$ cat config.mk
export PLATFORM = sky130hd
export DESIGN_NAME = crossbar_out_arbiter
export DESIGN_NICKNAME = d
export VERILOG_FILES = /design/src/rtl/crossbar_out_arbiter.sv
export SDC_FILE = /design/constraint.sdc
export NUM_CORES = 1
export LEC_CHECK = 0
export ABC_AREA = 1
export ABC_CLOCK_PERIOD_IN_PS = 3300
export CORE_MARGIN = 1.5
export CORE_UTILIZATION = 45
export CTS_CLUSTER_DIAMETER = 150
export DETAILED_ROUTE_END_ITERATION = 12
export GPL_TIMING_DRIVEN = 0
export PLACE_DENSITY_LB_ADDON = 0.08
export SETUP_SLACK_MARGIN = 0.3
export SLEW_MARGIN = 20
export SYNTH_ARGS = -nofsm -noshare
export SYNTH_HDL_FRONTEND = slang
export SYNTH_SLANG_ARGS = --single-unit
$ cat constraint.sdc
create_clock -name i_clk -period 3.3 [get_ports i_clk]
set_input_delay 0.495 -clock i_clk [delete_from_list [all_inputs] [get_ports i_clk]]
set_output_delay 0.495 -clock i_clk [all_outputs]
set_load 0.005 [all_outputs]
$ cat src/rtl/crossbar_out_arbiter.sv
// ---------------------------------------------------------------------------
// crossbar_out_arbiter
//
// Purpose
//   Per-output-port scheduler for the crossbar. Each requesting line raises
//   its bit of i_trans_req while it has a packet for this output. The block
//   grants one line at a time (round-robin), holds that grant for one whole
//   packet, and watches the muxed output AXIS stream to find the packet end.
//
// Optional feature
//   CROSSBAR_ARB_TIMEOUT_EN : when defined, a stall counter force-releases a
//   grant that sees no beat for P_TIMEOUT consecutive granted cycles and
//   pulses o_timeout for one cycle. When undefined, o_timeout is tied 0.
//
// Handshake
//   A beat transfers on a rising clock edge where i_tx_tvalid and
//   i_tx_tready are both 1. A last beat is a beat with i_tx_tlast=1.
//   Beats seen while no grant is held are ignored.
//
// Ports
//   i_clk          clock
//   i_rst          asynchronous reset, active low (0 = reset)
//   i_trans_req    [N-1:0] request per line, held until its tlast beat
//   o_trans_grant  [N-1:0] one-hot or zero grant per line
//   i_tx_tvalid    tvalid of muxed output stream
//   i_tx_tlast     tlast of muxed output stream
//   i_tx_tready    tready from downstream sink
//   o_sel          index of granted line (valid while o_busy=1)
//   o_busy         1 while a grant is held
//   o_timeout      1-cycle pulse on forced release
//   o_dbg_state    current FSM state (0 IDLE, 1 GRANT, 2 GAP)
// ---------------------------------------------------------------------------
module crossbar_out_arbiter #(
  parameter int P_CROSSBAR_N = 4,
  parameter int P_SEL_W      = 2,
  parameter int P_TIMEOUT    = 1024
) (
  input  logic                    i_clk,
  input  logic                    i_rst,
  input  logic [P_CROSSBAR_N-1:0] i_trans_req,
  output logic [P_CROSSBAR_N-1:0] o_trans_grant,
  input  logic                    i_tx_tvalid,
  input  logic                    i_tx_tlast,
  input  logic                    i_tx_tready,
  output logic [P_SEL_W-1:0]      o_sel,
  output logic                    o_busy,
  output logic                    o_timeout,
  output logic [1:0]              o_dbg_state
);

  typedef enum logic [1:0] {
    ST_IDLE  = 2'd0,
    ST_GRANT = 2'd1,
    ST_GAP   = 2'd2
  } state_t;

  localparam logic [P_SEL_W:0]   LP_N    = (P_SEL_W+1)'(P_CROSSBAR_N);
  localparam logic [P_SEL_W-1:0] LP_LAST = P_SEL_W'(P_CROSSBAR_N - 1);

  // Registers
  state_t                    r_state;
  logic [P_CROSSBAR_N-1:0]   r_grant;
  logic [P_SEL_W-1:0]        r_sel;
  logic [P_SEL_W-1:0]        r_rr_ptr;
  logic                      r_beat_seen;
  logic                      r_timeout;

  // Next-state values
  state_t                    w_state_nxt;
  logic [P_CROSSBAR_N-1:0]   w_grant_nxt;
  logic [P_SEL_W-1:0]        w_sel_nxt;
  logic [P_SEL_W-1:0]        w_rr_nxt;
  logic                      w_beat_seen_nxt;
  logic                      w_timeout_nxt;

  // Stream and arbitration helpers
  logic                      w_beat;
  logic                      w_last_beat;
  logic                      w_req_own;
  logic                      w_withdraw;
  logic                      w_to_hit;
  logic                      w_release;
  logic [2*P_CROSSBAR_N-1:0] w_req_dbl;
  logic [P_CROSSBAR_N-1:0]   w_req_rot;
  logic                      w_pick_found;
  logic [P_SEL_W-1:0]        w_pick_off;
  logic [P_SEL_W:0]          w_pick_sum;
  logic [P_SEL_W-1:0]        w_pick_idx;
  logic [P_CROSSBAR_N-1:0]   w_pick_onehot;

  assign w_beat      = i_tx_tvalid & i_tx_tready;
  assign w_last_beat = w_beat & i_tx_tlast;

  // Requests rotated so that bit 0 is the line the rr pointer points at;
  // the lowest set bit of the rotated vector is the round-robin winner.
  assign w_req_dbl = {i_trans_req, i_trans_req} >> r_rr_ptr;
  assign w_req_rot = w_req_dbl[P_CROSSBAR_N-1:0];

  always_comb begin
    w_pick_found = 1'b0;
    w_pick_off   = '0;
    // Descending scan: the last hit written is the lowest offset.
    for (int j = P_CROSSBAR_N - 1; j >= 0; j--) begin
      if (w_req_rot[j]) begin
        w_pick_found = 1'b1;
        w_pick_off   = P_SEL_W'(j);
      end
    end
  end

  // Offset back to an absolute line index, wrapping modulo N (N need not
  // be a power of two).
  assign w_pick_sum    = {1'b0, r_rr_ptr} + {1'b0, w_pick_off};
  assign w_pick_idx    = (w_pick_sum >= LP_N) ? P_SEL_W'(w_pick_sum - LP_N)
                                              : w_pick_sum[P_SEL_W-1:0];
  assign w_pick_onehot = {{(P_CROSSBAR_N-1){1'b0}}, 1'b1} << w_pick_idx;

  // Granted line still requesting; grant is one-hot so a masked OR works.
  assign w_req_own  = |(i_trans_req & r_grant);
  // A withdrawal only counts before any beat of the packet has moved,
  // including a beat in this very cycle.
  assign w_withdraw = ~w_req_own & ~r_beat_seen & ~w_beat;

`ifdef CROSSBAR_ARB_TIMEOUT_EN
  localparam int LP_CNT_W = (P_TIMEOUT > 2) ? $clog2(P_TIMEOUT) : 1;
  localparam logic [LP_CNT_W-1:0] LP_CNT_LAST = LP_CNT_W'(P_TIMEOUT - 1);

  logic [LP_CNT_W-1:0] r_stall_cnt;

  assign w_to_hit = (r_state == ST_GRANT) & ~w_beat & (r_stall_cnt == LP_CNT_LAST);

  // Counts consecutive beat-less granted cycles; held at 0 outside GRANT so
  // every new grant starts from zero.
  always_ff @(posedge i_clk or negedge i_rst) begin
    if (!i_rst) begin
      r_stall_cnt <= '0;
    end else if ((r_state != ST_GRANT) || w_beat || w_to_hit) begin
      r_stall_cnt <= '0;
    end else begin
      r_stall_cnt <= r_stall_cnt + 1'b1;
    end
  end
`else
  assign w_to_hit = 1'b0;
`endif

  assign w_release = w_last_beat | w_withdraw | w_to_hit;

  // Next-state and output logic
  always_comb begin
    w_state_nxt     = r_state;
    w_grant_nxt     = r_grant;
    w_sel_nxt       = r_sel;
    w_rr_nxt        = r_rr_ptr;
    w_beat_seen_nxt = r_beat_seen;
    w_timeout_nxt   = 1'b0;

    case (r_state)
      ST_IDLE: begin
        if (w_pick_found) begin
          w_grant_nxt     = w_pick_onehot;
          w_sel_nxt       = w_pick_idx;
          w_beat_seen_nxt = 1'b0;
          w_state_nxt     = ST_GRANT;
        end
      end

      ST_GRANT: begin
        if (w_beat) begin
          w_beat_seen_nxt = 1'b1;
        end
        if (w_release) begin
          w_grant_nxt   = '0;
          w_state_nxt   = ST_GAP;
          w_rr_nxt      = (r_sel == LP_LAST) ? '0 : r_sel + 1'b1;
          w_timeout_nxt = w_to_hit;
        end
      end

      ST_GAP: begin
        // One dead cycle before the next arbitration.
        w_state_nxt = ST_IDLE;
      end

      default: begin
        w_grant_nxt = '0;
        w_state_nxt = ST_IDLE;
      end
    endcase
  end

  always_ff @(posedge i_clk or negedge i_rst) begin
    if (!i_rst) begin
      r_state     <= ST_IDLE;
      r_grant     <= '0;
      r_sel       <= '0;
      r_rr_ptr    <= '0;
      r_beat_seen <= 1'b0;
      r_timeout   <= 1'b0;
    end else begin
      r_state     <= w_state_nxt;
      r_grant     <= w_grant_nxt;
      r_sel       <= w_sel_nxt;
      r_rr_ptr    <= w_rr_nxt;
      r_beat_seen <= w_beat_seen_nxt;
      r_timeout   <= w_timeout_nxt;
    end
  end

  assign o_trans_grant = r_grant;
  assign o_sel         = r_sel;
  assign o_busy        = |r_grant;
  assign o_timeout     = r_timeout;
  assign o_dbg_state   = r_state;

endmodule
==> results.ini, run 1 <==
[status]
status=complete, no violations

[flow_run]
drv_cap=0

[placement]
place_congestion=0.7683
numPortBuffers=17
dp_hpwl_mm=1.284

[global_routing]
antenna_found_initial=0
grtUsageTotal_pct=20.80
grt_max_degree=12
first_global_vias=684
overflow=0
grt_first_pass_wirelength_mm=2.925

[clock_tree]
postCtsHoldBufs=0
cts_setup_buffers=0
root_buffer=clkbuf_4
cts_buffers=3
htree_levels=1
clk_pin_slew_ns=0.07
ctsResizeCount=0
clockBufferDepth=2
cts.sinks=11
cts_tree=yes
clkLatencyLatePin_ns=0.28

[logic_synthesis]
synth_cell_types=24
synth_top_area_cell=dfrtp_1
synth_nets=111
syn_inst=100
synthesis.area_um2=735.7
yosys_register_bits=11
synth_seq_area_share_pct=37.41
yosys.area.top_type_share_pct=37.41
synth_top_flop_cell=dfrtp_1
synth_edf_count=0
async_flop_share_pct=100.0
ys_top_cells_by_area=dfrtp_1 37%, nand2_1 17%, nand3_1 8.8%
avgSynthCellArea_um2=7.357
ys.warnings.count=0

[floorplanning]
die_h_um=43.44
core_area_mm2=0.001524
rows=14
die_w_um=43.44
io_pins=19
dieArea_mm2=0.001887
initial_core_util_pct=48.28

[min_path]
hp-start=r_beat_seen$_DFFE_PN0P_
worstHoldPathType=reg2reg

[sta]
clock_skew_ns=0.004455
min_period_ns=2.189
fin_crit_sh_pct=66.33
slew_violations=0
setup_viol=0
max_freq_mhz=456.8
rsz0062_at_grt=no
hold_violations=0
tns_ns=0

[routing]
post_drt_wl_per_cell_um=11.91
vias=713
wl_mm=1.631
drtPass1Iterations=4
drc=0
vias_per_cell=5.204
drt-initial-drc-count=15
ant_nets=0

[worst_setup_path]
end_kind=output pin
crit_arrival_ns=1.69
critical_path.startpoint=o_trans_grant[0]$_DFFE_PN0P_
crit_path_cell_trace=or4_1, clkdlybuf4s50_1
slowest_delay_ns=0.53
criticalPathCategory=reg2out
reg2reg_from=r_rr_ptr[0]$_DFFE_PN0P_
crit_slowest_cell=or4_1
critPathLaunchType=register
worstPathRequired_ns=2.80
crit_path_max_fanout=4

[pwr]
power_w=0.0009327
powerDensity_mw_per_mm2=979.6
ir_drop_mv=0.5432
p_leak_nw=0.4931

[final_layout]
layout_commonest_cell=nand2_1
drive_gt1_share_pct=17.36
layout.nets=133
syn_to_final_growth_pct=29.42
mostFrequentLayoutCells=34 x nand2_1, 17 x clkdlybuf4s50_1, 13 x nand3_1
insertedDiodeCount=0

## Yosys cell counts (2+ instances only)
cell type	n
inv_1	6
nand3_1	13
nand3_2	2
ha_1	2
nand2_1	34
nor2_1	6
inv_2	4
nand2_2	6
dfrtp_1	11
o31ai_1	2
## logic make-up (layout without fill, tap and decap cells)
kind of cell,after synthesis,after routing,synth area share [%]
and+or+nand+nor,66,66,42.86
DFF,11,11,37.41
buffers and inverters,11,32,6.122
AOI/OAI and AO/OA,8,8,8.502
adders and majority gates,2,2,3.401
other,1,1,0.5097
xor gates and xnor gates,1,1,1.191
## worst max-delay path: cells and delay by family (launching register included)
| family | cells | cell delay, ns |
|---|---|---|
| flops | 1 | 0.43 |
| buf+inv | 1 | 0.45 |
| simple gates | 1 | 0.53 |
## power breakdown
group / internal, W / switching (W) / total, W / leakage [nW]
logic: 0.000243 / 0.000333 / 0.000576 / 0.338
registers: 0.000192 / 0.0000692 / 0.000261 / 0.140
clock network: 0.0000469 / 0.0000484 / 0.0000953 / 0.0150
total: 0.000482 / 0.000451 / 0.000933 / 0.493
## stage by stage
stage	hold WS, ns	utilization [%]	cell area (µm²)	setup slack (ns)	std cells
6_report	0.4818	62.48	952.2	1.111	137
5_1_grt	0.5137	62.48	952.2	1.002	137
4_1_cts	0.4819	62.48	952.2	1.106	137
3_5_place_dp	0.4649	60.76	925.9	0.8935	133
3_3_place_gp	0.4689	60.76	925.9	0.9275	133
2_1_floorplan	0.1994	-	735.7	1.551	100
## final timing paths
check | to | slack [ns] | depth (start not counted)
min in group asynchronous | o_dbg_state[0]$_DFFE_PN0P_ | 0.54 | 1
worst min-delay path | r_beat_seen$_DFFE_PN0P_ | 0.48 | 2
worst max-delay path | o_busy | 1.11 | 2
worst max register to register | o_trans_grant[3]$_DFFE_PN0P_ | 1.32 | 13
max in group asynchronous | o_sel[1]$_DFFE_PN0P_ | 2.43 | 1
worst min register to register | r_beat_seen$_DFFE_PN0P_ | 0.48 | 2
## state kept, by name (all words and copies together), names as in the netlist
register and flops:
r_rr_ptr 2, o_dbg_state 2, r_beat_seen 1, o_trans_grant 4, o_sel 2
## cell type report
class                           count  area (µm²)
Inverter                           10       37.54
Fill cell                         144       571.8
Multi-Input combinational cell     78       415.4
Tap cell                           16       20.02
Sequential cell                    11       275.3
Timing Repair Buffer               17       170.2
Clock buffer                        4       26.28
Buffer                              1       7.507
## per-layer routing
metal | share of wire (%) | track usage [%] | up-vias
met1 | 45 | 29.02 | 322
met3 | 8.0 | 7.917 | 0
met2 | 47 | 31.34 | 26
met4 | 0 | 3.636 | 0
met5 | 0 | 0 | -
li1 | - | - | 365
No activity file was read; power rests on OpenSTA's default activity.
==> inputs of run 2 (changes only) <==
--- a/config.mk
+++ b/config.mk
@@ -6,9 +6,9 @@
 export NUM_CORES = 1
 export LEC_CHECK = 0
 export ABC_AREA = 1
-export ABC_CLOCK_PERIOD_IN_PS = 3300
+export ABC_CLOCK_PERIOD_IN_PS = 2000
 export CORE_MARGIN = 1.5
-export CORE_UTILIZATION = 45
+export CORE_UTILIZATION = 42
 export CTS_CLUSTER_DIAMETER = 150
 export DETAILED_ROUTE_END_ITERATION = 12
 export GPL_TIMING_DRIVEN = 0
==> constraint.sdc (replaced) <==
create_clock -name i_clk -period 2 [get_ports i_clk]
set_input_delay 0.3 -clock i_clk [delete_from_list [all_inputs] [get_ports i_clk]]
set_output_delay 0.3 -clock i_clk [all_outputs]
set_load 0.005 [all_outputs]
==> run 2 against run 1 <==
Net effect:
- sequential power is 67% higher
- clock skew is 0.0040 ns higher
- first-iteration DRC count is 13% lower
- register-to-register slack worse by 1.1 ns
- worst setup slack worse by 0.90 ns
- combinational power is 130% higher
- hold slack worse by 0.12 ns
- via count is 11% higher
- core utilization is 8.4 points higher
- design area is 17% higher
- global-route usage is 1.4 points higher
- cell count is 7.3% higher
- largest power group unchanged
- highest routed layer is now met4
==> results.ini, run 2 (synthesis results as in run 1) <==
[status]
status=complete, no violations

[global_routing]
grtUsageTotal_pct=22.23  ; +1.4 points
overflow=0  ; unchanged
grt_max_degree=12  ; unchanged
antenna_found_initial=0  ; unchanged
first_global_vias=737  ; +7.7%
grt_first_pass_wirelength_mm=3.146  ; +7.6%

[worst_setup_path]
end_kind=register
crit_path_max_fanout=4  ; unchanged
critPathLaunchType=primary input
crit_arrival_ns=1.96  ; +0.27 ns
criticalPathCategory=in2reg
worstPathRequired_ns=2.16  ; -0.64 ns

[clock_tree]
postCtsHoldBufs=0  ; unchanged
cts.sinks=11  ; unchanged
clockBufferDepth=2  ; unchanged
root_buffer=clkbuf_4
htree_levels=1  ; unchanged
cts_buffers=3  ; unchanged
cts_tree=yes
clk_pin_slew_ns=0.07  ; about the same
clkLatencyLatePin_ns=0.27  ; about the same

[pwr]
ir_drop_mv=0.9253  ; +70%
powerDensity_mw_per_mm2=1693  ; +73%
p_leak_nw=0.5657  ; +15%

[final_layout]
layout.nets=143  ; +7.5%
layout.cells.non_filler=147  ; +7.3%
mostFrequentLayoutCells=26 x nand2_1, 13 x clkdlybuf4s50_1, 12 x nand2_2
largest_reg_flops=4  ; unchanged
final_util_pct=70.87  ; +8.4 points
drive_gt1_share_pct=40.46  ; +23 points
design_area_mm2=0.001117  ; +17%
layout_commonest_cell=nand2_1
insertedDiodeCount=0  ; unchanged
syn_to_final_growth_pct=51.87

[sta]
slew_violations=0  ; unchanged
tns_ns=0  ; unchanged
min_period_ns=1.794
hold_violations=0  ; unchanged
relSlewSlack_pct=66.17
max_freq_mhz=557.6
rsz0062_at_grt=yes
whs_ns=0.3637  ; -0.1181 ns
tightest_slew_ns=0.5059
setup_viol=0  ; unchanged
fin_crit_sh_pct=89.68
clock_skew_ns=0.008412  ; +0.003957 ns

[floorplanning]
rows=14  ; unchanged
core_area_mm2=0.001577  ; +3.4%
die_h_um=44.86  ; +3.3%
initial_core_util_pct=46.67  ; -1.6 points
dieArea_mm2=0.002012  ; +6.6%
io_pins=19  ; unchanged
die_w_um=44.86  ; +3.3%

[routing]
drt-initial-drc-count=13  ; -2
post_drt_wl_per_cell_um=13.31  ; +12%
vias_per_cell=5.388  ; +3.5%
vias=792  ; +11%
wl_mm=1.957  ; +20%
ant_nets=0  ; unchanged
drtPass1Iterations=4  ; unchanged
drc=0  ; unchanged

[placement]
place_area_um2=938.4  ; +1.4%
numPortBuffers=17  ; unchanged
place_congestion=0.7374  ; -4.0%
dp.cells=133  ; unchanged
dp_hpwl_mm=1.294  ; +0.84%

[flow_run]
drv_cap=0  ; unchanged

[min_path]
worstHoldPathType=in2async

## run 2: changes by cell type in the layout (fill, tap and decap cells not counted), moves of 2 or more
| cell | previous run | this run |
|---|---|---|
| nand3_2 | 2 | 8 |
| nand2_4 | 1 | 3 |
| clkdlybuf4s50_1 | 17 | 13 |
| nand3_1 | 13 | 7 |
| inv_4 | 0 | 2 |
| buf_4 | 1 | 10 |
| dlygate4sd2_1 | 0 | 3 |
| dfrtp_2 | 0 | 2 |
| nand2_2 | 6 | 12 |
| nand2_1 | 34 | 26 |
| dfrtp_1 | 11 | 9 |
## run 2: critical path, stage by stage
cell             delay, ns
clkdlybuf4s50_1       0.47
nand2_2               0.11
nand3_2               0.08
nand2_2               0.09
nand3_2               0.07
a21boi_2              0.18
ha_4                  0.16
xor2_2                0.15
inv_1                 0.06
nand3_2               0.09
nand2_4               0.08
nand3_2               0.06
nand2_1               0.05
## run 2: worst paths after layout
| kind | from | endpoint | slack [ns] | depth (start not counted) |
|---|---|---|---|---|
| max | i_trans_req[3] | o_trans_grant[3]$_DFFE_PN0P_ | 0.21 | 13 |
| min reg2reg | r_beat_seen$_DFFE_PN0P_ | r_beat_seen$_DFFE_PN0P_ | 0.50 | 2 |
| min in group i_clk | r_beat_seen$_DFFE_PN0P_ | r_beat_seen$_DFFE_PN0P_ | 0.50 | 2 |
| min | i_rst | r_beat_seen$_DFFE_PN0P_ | 0.36 | 1 |
| max in group asynchronous | i_rst | r_rr_ptr[1]$_DFFE_PN0P_ | 1.26 | 1 |
| max reg2reg | r_rr_ptr[0]$_DFFE_PN0P_ | o_trans_grant[3]$_DFFE_PN0P_ | 0.21 | 13 |
## run 2: cell type report
cell class | instances | area (µm²)
plain buffers | 1 | 7.507
multi-input cells | 78 | 503.0
fillers | 133 | 459.2
repair buffers | 27 | 240.2
well taps | 16 | 20.02
inverters | 10 | 42.54
flip-flops and latches | 11 | 277.8
clock buffers | 4 | 26.28
## run 2: metrics by stage
step | power, W | worst slack (ns)
after global routing | 0.002061 | 0.08748
final | 0.001891 | 0.2064
after CTS | 0.001770 | 0.2516
after floorplan | 0.001109 | 0.3014
after detailed placement | 0.001415 | -0.1413
after global placement | 0.001391 | -0.1326
## run 2: where the power goes
part | switching (W) | leakage (nW) | internal, W
combinational | 0.000715 | 0.413 | 0.000588
sequential | 0.000116 | 0.138 | 0.000321
clock | 0.0000744 | 0.0150 | 0.0000771
## run 2: what timing repair did
action / CTS / global route
buffers inserted: 9 / 1
pin swaps: 10 / 7
endpoints found under the setup margin: 7 / 7
resized for setup: 21 / 9
## run 2: layer usage
metal	global-route usage, %	routed length, µm
met1	28.57	918
met2	35.94	859
met3	6.800	137
met4	7.059	42
met5	0	0
==> variant, RTL diff (flow settings as in run 1) <==
Put one more register stage on the output `o_dbg_state`, cleared by the reset. The value now appears one clock later. The other outputs are not delayed to match.
--- a/src/rtl/crossbar_out_arbiter.sv
+++ b/src/rtl/crossbar_out_arbiter.sv
@@ -213,3 +213,9 @@
   assign o_timeout     = r_timeout;
-  assign o_dbg_state   = r_state;
+  always_ff @(posedge i_clk or negedge i_rst) begin
+    if (!i_rst) begin
+      o_dbg_state <= '0;
+    end else begin
+      o_dbg_state <= r_state;
+    end
+  end
 
Function: changed (a bounded check fails within 4 cycles, from zero or initial values and one cycle with i_rst low).
==> variant against run 1 <==
  * Wire length fell by 2.9%
  * Synthesized cell count rose by 4.0%
  * Count of clock-buffer cells in the layout did not move
  * Total power rose by 2.0%
  * Synthesized area rose by 3.2%
  * Sequential share of layout area rose by 4.4 points
  * Critical path type unchanged
  * Register-to-register slack improved by 0.03 ns
  * Worst setup slack improved by 0.020 ns
  * Cell area rose by 2.5%
  * Fmax rose by 0.90%
  * Core utilization rose by 0.83 points
  * Sequential cell count rose by 2
==> variant: results (changes against run 1) <==
- Outcome: finished clean (unchanged).
- The leakage power summed over all cells is 0.0005133 uW (was 0.0004931 uW).
- The setup slack after placement came to 0.9404 ns (was 0.8935 ns).
- The register area share after synthesis is 42.83% (was 37.41%).
- The number of buffer cells added on primary ports came to 17 (unchanged).
- The estimated wirelength of the detail-placed design was 1.289 mm (was 1.284 mm).
- The total routing usage reported by global routing was 19.08% (was 20.80%).
- The routed length on met2 was 778 microns (was 773 microns).
- The worst setup skew after layout is 0.001304 ns (was 0.004455 ns).
- The total number of vias came to 728 (was 713).
- The number of placed instances, taps included is 137 (was 133).
- The arrival time of the worst setup path came to 1.67 ns (was 1.69 ns).
- The via count of the first global-routing pass is 651 (was 684).
- The slack of the worst reg-to-reg path was 1.35 ns (was 1.32 ns).
- The xor-xnor portion of the synthesized cell area is 1.153% (was 1.190%).
- The post-CTS setup buffer count came to 0 (unchanged).
- The worst hold path endpoint is o_dbg_state[0] (was r_beat_seen).
- The worst IR drop on VDD is 519.5 uV (was 543.2 uV).
- The global routing met2 resource utilization came to 28.53% (was 31.34%).
- The switching portion of total power came to 46.01% (was 48.34%).
- The routed length per instance was 11.23 microns (was 11.91 microns).
- The initial antenna violation count was 0 (unchanged).
- The cell area after placement is 949.7 sq um (was 925.9 sq um).
- Most area-consuming cells after synthesis: dfrtp_1, nand2_1, nand3_1, nand2_2, inv_1 (was dfrtp_1, nand2_1, nand3_1, nand2_2, ha_1).
- The worst hold path depth is 0 (was 2).
- The number of DRC markers in iteration 0 is 17 (was 15).
- The maximum number of pins on one net before global-route repair is 14 (was 12).
- The post-synthesis compound-gate area fraction is 5.272% (was 8.503%).
- Most instantiated cells after synthesis: nand2_1, nand3_1, dfrtp_1, inv_1, nand2_2 (was nand2_1, nand3_1, dfrtp_1).
- The first-pass GRT wire length is 2.746 mm (was 2.925 mm).
- The fill cell total of the finished layout is 143 (was 144).
- The fraction of final layout cells sized beyond drive strength 1 is 12.00% (was 17.36%).
- The sum of overflow across all layers after global routing is 0 (unchanged).
- The top routing layer in use is met4 (was met3).
- The synthesized netlist net count is 115 (was 111).
- The worst hold slack across all endpoints came to 0.4498 ns (was 0.4818 ns).
- The met3 wirelength from detailed routing is 49 microns (was 131 microns).
- The count of cell types in the netlist came to 20 (was 24).
- The endpoint of the lowest-slack register-to-register path is o_trans_grant[2] (was o_trans_grant[3]).
- The start point of the worst hold path is r_state[0] (was r_beat_seen).
- The met3 layer usage reported by global route came to 1.224% (was 7.917%).
- The weighted congestion at the end of routability-driven global placement is 0.8007 (was 0.7683).
- The number of instances in the synthesized netlist is 104 (was 100).
- The adder-cell share of the synthesized area is 3.295% (was 3.401%).
- The sum of routed wire segments on met1 is 730 microns (was 727 microns).
- The average via count per standard cell was 5.163 (was 5.204).
- The met1 usage in global routing is 27.08% (was 29.02%).
## variant: cell types whose count changed in the layout (fill, tap and decap cells not counted), sizes merged
cell and change:
dfrtp +2, inv +2, nand2 +1, nand3 +2, nand4 +1, nor2 -3
o31ai -1
## variant: power groups by stage
stage                     Combinational (uW)  Sequential, uW  Clock, uW
after floorplan                          385             283          0
after global placement                   548             294          0
after detailed placement                 562             295          0
after CTS                                567             293       99.4
after global routing                     648             302        111
final                                    562             293       96.8
## variant: layout make-up
cell class / count / area (sq um) / area share (%)
flip-flops and latches: 13 / 325.3 / 33.33
inverters: 12 / 45.04 / 4.615
multi-input cells: 78 / 381.6 / 39.10
repair buffers: 17 / 170.2 / 17.44
well taps: 16 / 20.02 / 2.051
clock buffers: 4 / 26.28 / 2.692
plain buffers: 1 / 7.507 / 0.7692
## variant: critical path, stage by stage, from the launching register on
cell,delay (ns)
dfrtp_1,0.41
or4_1,0.53
clkdlybuf4s50_1,0.46
